--- config.mk ---
export PLATFORM = sky130hd
export DESIGN_NAME = timer_counter
export DESIGN_NICKNAME = d
export VERILOG_FILES = /design/src/rtl/timer_counter.sv
export SDC_FILE = /design/constraint.sdc
export NUM_CORES = 1
export LEC_CHECK = 0
export ABC_CLOCK_PERIOD_IN_PS = 3400
export CORE_AREA = 2 2 94 96
export CTS_BUF_LIST = sky130_fd_sc_hd__clkbuf_8 sky130_fd_sc_hd__clkbuf_16
export DETAILED_ROUTE_END_ITERATION = 12
export DIE_AREA = 0 0 96 98
export GPL_ROUTABILITY_DRIVEN = 1
export MAX_ROUTING_LAYER = met4
export PLACE_DENSITY = 0.78
export SYNTH_ARGS = -nofsm -noshare
export SYNTH_HDL_FRONTEND = slang
export SYNTH_SLANG_ARGS = --single-unit
--- constraint.sdc ---
create_clock -name clk_in -period 3.4 [get_ports clk_in]
set_clock_uncertainty 0.1 [all_clocks]
set_input_delay 0.34 -clock clk_in [delete_from_list [all_inputs] [get_ports clk_in]]
set_output_delay 0.34 -clock clk_in [all_outputs]
set_load 0.05 [all_outputs]
--- src/rtl/timer_counter.sv ---
// Programmable up/down timebase with free-running and one-shot modes and synchronous load.
// Optional clock prescaler enabled by defining TIMER_COUNTER_PRESCALE_EN.
module timer_counter #(
    parameter int WIDTH   = 32,
    parameter int PRESC_W = 16
) (
    input  logic               clk_in,
    input  logic               reset,
    input  logic               enable,
    input  logic               load,
    input  logic [WIDTH-1:0]   load_value,
    input  logic [PRESC_W-1:0] prescale,
    input  logic               dir,
    input  logic               oneshot,
    output logic [WIDTH-1:0]   counter,
    output logic               tick,
    output logic               wrap,
    output logic               running
);

    typedef enum logic [1:0] {
        IDLE,
        RUN,
        DONE
    } state_t;

    state_t             r_state;
    logic [WIDTH-1:0]   r_counter;
    logic               r_tick;
    logic               r_wrap;
    logic               r_running;

    logic               w_stepDue;
    logic [WIDTH-1:0]   w_next;
    logic               w_atTerm;
    logic               w_nextTerm;
    logic               w_stop;

    assign w_next     = dir ? (r_counter - WIDTH'(1)) : (r_counter + WIDTH'(1));
    assign w_atTerm   = dir ? (r_counter == '0) : (r_counter == '1);
    assign w_nextTerm = dir ? (w_next == '0) : (w_next == '1);
    // Stepping off the terminal value is a wrap, never a stop, even in one-shot mode.
    assign w_stop     = oneshot && w_nextTerm && !w_atTerm;

`ifdef TIMER_COUNTER_PRESCALE_EN
    logic [PRESC_W-1:0] r_presc;

    // Using >= means a prescale value lowered mid-run still releases the next step.
    assign w_stepDue = (r_presc >= prescale);

    always_ff @(posedge clk_in or negedge reset) begin
        if (!reset) begin
            r_presc <= '0;
        end else if (load) begin
            r_presc <= '0;
        end else if (r_state == RUN && enable && !w_stepDue) begin
            r_presc <= r_presc + PRESC_W'(1);
        end else begin
            r_presc <= '0;
        end
    end
`else
    logic w_unused_prescale;

    assign w_stepDue         = 1'b1;
    assign w_unused_prescale = ^prescale;
`endif

    always_ff @(posedge clk_in or negedge reset) begin
        if (!reset) begin
            r_state   <= IDLE;
            r_counter <= '0;
            r_tick    <= 1'b0;
            r_wrap    <= 1'b0;
            r_running <= 1'b0;
        end else if (load) begin
            r_state   <= IDLE;
            r_counter <= load_value;
            r_tick    <= 1'b0;
            r_wrap    <= 1'b0;
            r_running <= 1'b0;
        end else begin
            r_tick <= 1'b0;
            r_wrap <= 1'b0;
            case (r_state)
                IDLE: begin
                    if (enable) begin
                        r_state   <= RUN;
                        r_running <= 1'b1;
                    end
                end
                RUN: begin
                    if (!enable) begin
                        r_state   <= IDLE;
                        r_running <= 1'b0;
                    end else if (w_stepDue) begin
                        r_counter <= w_next;
                        r_tick    <= 1'b1;
                        r_wrap    <= w_atTerm || w_stop;
                        if (w_stop) begin
                            r_state   <= DONE;
                            r_running <= 1'b0;
                        end
                    end
                end
                DONE: begin
                    if (!enable) begin
                        r_state <= IDLE;
                    end
                end
                default: begin
                    r_state   <= IDLE;
                    r_running <= 1'b0;
                end
            endcase
        end
    end

    assign counter = r_counter;
    assign tick    = r_tick;
    assign wrap    = r_wrap;
    assign running = r_running;

endmodule

==> results of run 1 <==
## routing by layer
metal	part of all wire (%)	track usage (%)	up-vias
met2	46	50.16	296
met5	0	-	-
met3	9.5	3.858	38
li1	-	-	2309
met4	2.4	10.11	0
met1	42	46.33	2316
## what timing repair did
item                                    4_1_cts  5_1_grt
gates cloned                                  0        0
pin swaps                                     5       12
hold buffers                                  0        0
setup buffers                                 2        2
endpoints found under the setup margin        8        5
endpoints found under the hold margin         0        0
resized for setup                            22       11
## cell usage after synthesis, types with 7 or more instances
cell	count	area, um^2
dfrtp_1	37	925.9
nand2_1	81	304.0
mux2i_1	18	180.2
nor4_1	16	100.1
clkbuf_1	14	52.55
o21a_1	10	75.07
a21oi_1	52	260.3
xnor2_1	15	131.4
ha_1	32	400.4
o21ai_0	56	280.3
nand4_1	23	143.9
inv_1	9	33.78
a31oi_1	7	43.79
nor2_1	48	180.2
xor2_1	15	131.4
a21o_1	9	67.56
## cell families (layout without fill, tap and decap cells)
group,Yosys count,count (layout),share of synthesized area [%]
and+or+nand+nor,206,206,25.60
muxes,19,19,4.932
AOI/OAI and AO/OA,161,161,25.60
adders and majority gates,33,33,10.83
xor gates and xnor gates,30,30,6.770
DFF,37,37,23.86
buffers and inverters,25,231,2.418
## worst max-delay path, cell delays in order
cell and delay [ns]:
buf_2 0.15, buf_12 0.18, ha_1 0.38, nor2_1 0.28, o31ai_4 0.13, o22a_4 0.27
a31o_4 0.24, a31o_4 0.24, a2111o_1 0.39, o211a_4 0.17, nor4_4 0.31, a2bb2oi_2 0.13
o21a_1 0.21
## final cells by class
cell class	instances	share of cell area [%]
Tap cell	108	2.234
Multi-Input combinational cell	449	50.32
Timing Repair Buffer	214	29.56
Sequential cell	37	15.35
Inverter	9	0.5584
Clock inverter	2	0.6205
Clock buffer	6	1.365
## stage by stage
| stage | hold slack [ns] | instance area (um^2) | utilization (%) | instances |
|---|---|---|---|---|
| 6_report | 0.06224 | 6050 | 71.46 | 825 |
| 5_1_grt | 0.1379 | 6050 | 71.46 | 825 |
| 4_1_cts | 0.09899 | 5978 | 70.62 | 823 |
| 3_5_place_dp | 0.4204 | 5725 | 67.63 | 813 |
| 3_3_place_gp | 0.4016 | 5725 | 67.63 | 813 |
| 2_1_floorplan | -0.05559 | 3889 | - | 511 |
## power by group
group | total [uW] | internal [uW] | leakage (uW) | switching (uW)
clock network | 437 | 239 | 0.0000574 | 198
registers | 549 | 486 | 0.000454 | 63.6
logic | 1850 | 851 | 0.00225 | 1000
## worst paths after layout
| kind | to | slack, ns | cells past startpoint |
|---|---|---|---|
| max reg2reg | r_state[0]$_DFFE_PN0P_ | 0.04 | 11 |
| max | r_state[0]$_DFFE_PN0P_ | 0.04 | 13 |
| min reg2reg | wrap$_DFF_PN0_ | 0.53 | 2 |
| max in group asynchronous | counter[1]$_DFFE_PN0P_ | 2.52 | 1 |
| min | counter[5]$_DFFE_PN0P_ | 0.06 | 1 |
| min in group clk_in | counter[21]$_DFFE_PN0P_ | 0.49 | 3 |
## flip-flops by register name (all words and copies together) (netlist names)
signal / cells
counter: 32
r_state: 2
running: 1
tick: 1
wrap: 1
==> metrics.yaml, run 1 <==
status: "completed"
arrival_ns: 3.45
cts_tree: "built"
vias: 4959
seq_area_frac_synth_pct: 23.86
multi_input_area_mm2: 0.003044
ys_ff_latch: 37
power_uw: 2838
vias_per_cell: 6.011
synth_edf_count: 0
period_minus_slack_ns: 3.358
synth.distinct_cells: 51
grt_setup_unrepaired: "true"
rows: 34
ctsLongestPathBuffers: 2
numCtsBuffers: 5
pin_count: 89
core_area_mm2: 0.008466
drt_iter0_drc: 529
antenna_left: 0
startpoint_type: "input pin"
synthesis.area_mm2: 0.003881
antenna_found_initial: 0
syn2layout_area_growth_pct: 55.87
first_pass_iters: 6
worst-slew-pin-transition_ns: 0.9866
fin_tns_setup_ns: 0
n_antenna_cell: 0
die_w_um: 96
gr-total-overflow: 0
gp_congestion: 1.012
place.port_buffers: 72
criticalPathCategory: "input pin to flop"
layout_setup_ws_ns: 0.04240
cp_max_fo: 21
syn_avg_cell_area_um2: 7.595
cp-startpoint: "dir"
layout_commonest_cell: "buf_4"
syn-instance-count: 511
holdCritPathClass: "input pin to async pin"
drive_above_1_share_pct: 26.22
die_h_um: 98
post-place-ws_ns: -0.7755
slew_headroom_pct: 34.23
yosys_most_used_dff: "dfrtp_1"
leakagePower_uw: 0.002759
die-area_mm2: 0.009408
slew_viol_final: 0
r2r-start: "counter[2]$_DFFE_PN0P_"
grt_pass1_vias: 4840
cts_sinks: 37
synth_nets: 598
fin_nets: 803
end_kind: "flop"
yosysWarningCount: 0
htree_num_levels: 2
grtUsageTotal_pct: 33.19
cp.required_ns: 3.49
clock-root-buffer: "clkbuf_8"
seqCellArea_um2: 928.4
hold_viol: 0
ir_drop_mv: 0.2709
finalSetupViolCount: 0
finalCritPeriodShare_pct: 98.75
grt_max_degree: 68
clock.fmax_mhz: 297.8
drc: 0
wl_per_cell_um: 18.30
start_util_pct: 45.85
wirelength_mm: 15.10
fill_cells: 648
clkTransAtPathRegs_ns: 0.09
drv_cap: 0
async_reset_ff_share_pct: 100.0
p_per_area_mw_per_mm2: 469.2
final_cell_mix: "140 x buf_4, 80 x nand2_1, 69 x clkdlybuf4s50_1"
dp_hpwl_mm: 11.59
clock_latency_ns: 0.30
grt_pass1_wl_mm: 23.90
(Power assumes the default switching activity.)
==> run 2, diff against run 1 <==
--- a/config.mk
+++ b/config.mk
@@ -5,11 +5,12 @@
 export SDC_FILE = /design/constraint.sdc
 export NUM_CORES = 1
 export LEC_CHECK = 0
+export ABC_AREA = 1
 export ABC_CLOCK_PERIOD_IN_PS = 3400
-export CORE_AREA = 2 2 94 96
+export CORE_AREA = 2 2 101 103
 export CTS_BUF_LIST = sky130_fd_sc_hd__clkbuf_8 sky130_fd_sc_hd__clkbuf_16
 export DETAILED_ROUTE_END_ITERATION = 12
-export DIE_AREA = 0 0 96 98
+export DIE_AREA = 0 0 103 105
 export GPL_ROUTABILITY_DRIVEN = 1
 export MAX_ROUTING_LAYER = met4
 export PLACE_DENSITY = 0.78
==> metrics.yaml, run 2 <==
pin_count: 89
die_w_um: 103
grt_pass1_vias: 5235
power_uw: 2967
reg2reg_slack_ns: 0.49
startpoint_type: "input pin"
vias_per_cell: 5.083
async_reset_ff_share_pct: 100.0
finalNonFillerCells: 1110
cp-startpoint: "dir"
synth_area_leaders: "nand2_1 28%, dfrtp_1 20%, inv_1 10%"
syn2layout_area_growth_pct: 33.14
holdCritPathClass: "input pin to async pin"
fin_nets: 1064
yosys.area.top_type: "nand2_1"
cpMostUsedCell: "nand2_1"
ff2ff_path_depth: 22
synth_edf_count: 0
fill_cells: 933
clock_latency_ns: 0.31
antenna_found_initial: 0
drt_iter0_drc: 323
wirelength_mm: 14.94
core_area_mm2: 0.009639
cts_tree: "built"
max_stage_delay_ns: 0.47
yosys_most_used_dff: "dfrtp_1"
critPathSlowestCell: "clkdlybuf4s50_1"
clock-root-buffer: "clkbuf_8"
dp_hpwl_mm: 12.41
gr-total-overflow: 0
largest_reg_flops: 32
syn_avg_cell_area_um2: 5.670
finalSetupViolCount: 0
grtUsageTotal_pct: 29.46
netlist_top_cells_count: "355 x nand2_1, 126 x inv_1, 61 x nand3_1"
endpoint: "running$_DFFE_PN0P_"
slew_headroom_pct: 42.21
clock.fmax_mhz: 314.6
synth.distinct_cells: 33
antenna_left: 0
vias: 5642
synthesis.area_mm2: 0.004701
syn-instance-count: 829
arrival_ns: 3.28
seq_area_frac_synth_pct: 19.70
ctsLongestPathBuffers: 2
end_kind: "flop"
netlist.area_leader.share_pct: 28.35
clkTransAtPathRegs_ns: 0.08
place.port_buffers: 72
drv_cap: 0
grt_max_degree: 38
ys_ff_latch: 37
drive_above_1_share_pct: 13.61
layout_commonest_cell: "nand2_1"
drc: 0
htree_num_levels: 2
numCtsBuffers: 5
first_pass_iters: 5
multi_input_area_mm2: 0.003228
worstReg2RegEnd: "running$_DFFE_PN0P_"
cp_max_fo: 21
gp_congestion: 0.9605
ctsHoldBuffers: 0
ctsResizeCount: 0
rows: 36
seqCellArea_um2: 925.9
r2r-start: "counter[7]$_DFFE_PN0P_"
grt_setup_unrepaired: "false"
yosysMostFrequentCell: "nand2_1"
finalCritPeriodShare_pct: 93.48
post_cts_buffers: 0
grt_pass1_wl_mm: 24.34
die_h_um: 105
die-area_mm2: 0.01082
worst-slew-pin-transition_ns: 0.8668
status: "completed"
start_util_pct: 48.77
cts_sinks: 37
period_minus_slack_ns: 3.178
hold_viol: 0
synth_nets: 916
leakagePower_uw: 0.003421
cp.required_ns: 3.51
criticalPathCategory: "input pin to flop"
place_inst: 1103
n_antenna_cell: 0
yosysWarningCount: 0
final_cell_mix: "355 x nand2_1, 126 x inv_1, 76 x buf_4"
slew_viol_final: 0
crit_chain: "clkdlybuf4s50_1, buf_12, buf_12, ha_1, nand2_1, nor2_1, nand2_1, nor2_1, nand2_1, nand3_1, nand2_1, nand2_1, nand2_1, nor2_1, nand3_1, nor2_1, nand2_1, nand2_1, nand3_2, nand2_2, nand2_1, nand2_1, nand2_1"
ir_drop_mv: 0.3557
p_per_area_mw_per_mm2: 474.0
wl_per_cell_um: 13.46
-- run 2: cell count changes after synthesis, sizes merged, moves of 12 or more --
cell and change:
nand2 +288, a21oi -32, xnor2 -12, o211ai +24
nor2 +16, mux2i -18, nand3 +62, inv +129
o21ai -53
-- run 2: worst min-delay path by stage --
stage,start,endpoint,slack [ns],cells after the start
floorplan,reset,counter[0]$_DFFE_PN0P_,-0.06,0
global placement,running$_DFFE_PN0P_,running$_DFFE_PN0P_,0.36,2
detailed placement,running$_DFFE_PN0P_,running$_DFFE_PN0P_,0.36,2
CTS,reset,counter[12]$_DFFE_PN0P_,0.06,1
global route,reset,counter[13]$_DFFE_PN0P_,0.11,1
finish,reset,counter[12]$_DFFE_PN0P_,0.04,1
-- run 2: final cells by class --
type	instances	area share, %
clock buffers	6	1.319
clock inverters	1	0.1200
inverters	139	8.337
multi-input cells	644	51.58
flip-flops and latches	37	14.79
well taps	133	2.659
repair buffers	150	21.19
-- run 2: worst max-delay path: cells and delay by family --
family / cells / cell delay (ns)
fa+ha+maj: 1 / 0.34
buf+inv: 3 / 0.80
simple gates: 19 / 1.80
-- run 2: kinds of logic (layout without fill, tap and decap cells) --
kind of cell / Yosys count / in the layout / synth area share (%)
AO/OA/AOI/OAI: 55 / 55 / 7.666
XOR/XNOR: 10 / 10 / 1.863
adder cells (fa/ha/maj): 33 / 33 / 8.943
buffers and inverters: 148 / 296 / 11.82
flip-flops: 37 / 37 / 19.70
AND/OR/NAND/NOR: 546 / 546 / 50.01
-- run 2: layer usage --
metal | track usage [%] | routed length [um] | vias up
li1 | - | - | 2910
met1 | 38.86 | 6633 | 2529
met2 | 47.17 | 7097 | 177
met3 | 3.545 | 837 | 26
met4 | 8.553 | 376 | 0
met5 | - | 0 | -
-- run 2: per-stage QoR --
step	setup WS (ns)	cell area, um^2	hold WS, ns	setup TNS, ns	utilization [%]
final	0.2216	6259	0.03515	0	64.93
after global routing	0.0005036	6259	0.1056	0	64.93
after CTS	0.2608	6250	0.06189	0	64.84
after detailed placement	-0.05285	6160	0.3635	-0.05611	63.90
after global placement	-0.02332	6160	0.3592	-0.02332	63.90
after floorplan	0.4881	4701	-0.05559	0	-
-- run 2: power breakdown --
part           internal (uW)  switching [uW]
Clock                    161             179
Combinational            798            1220
Sequential               508             104
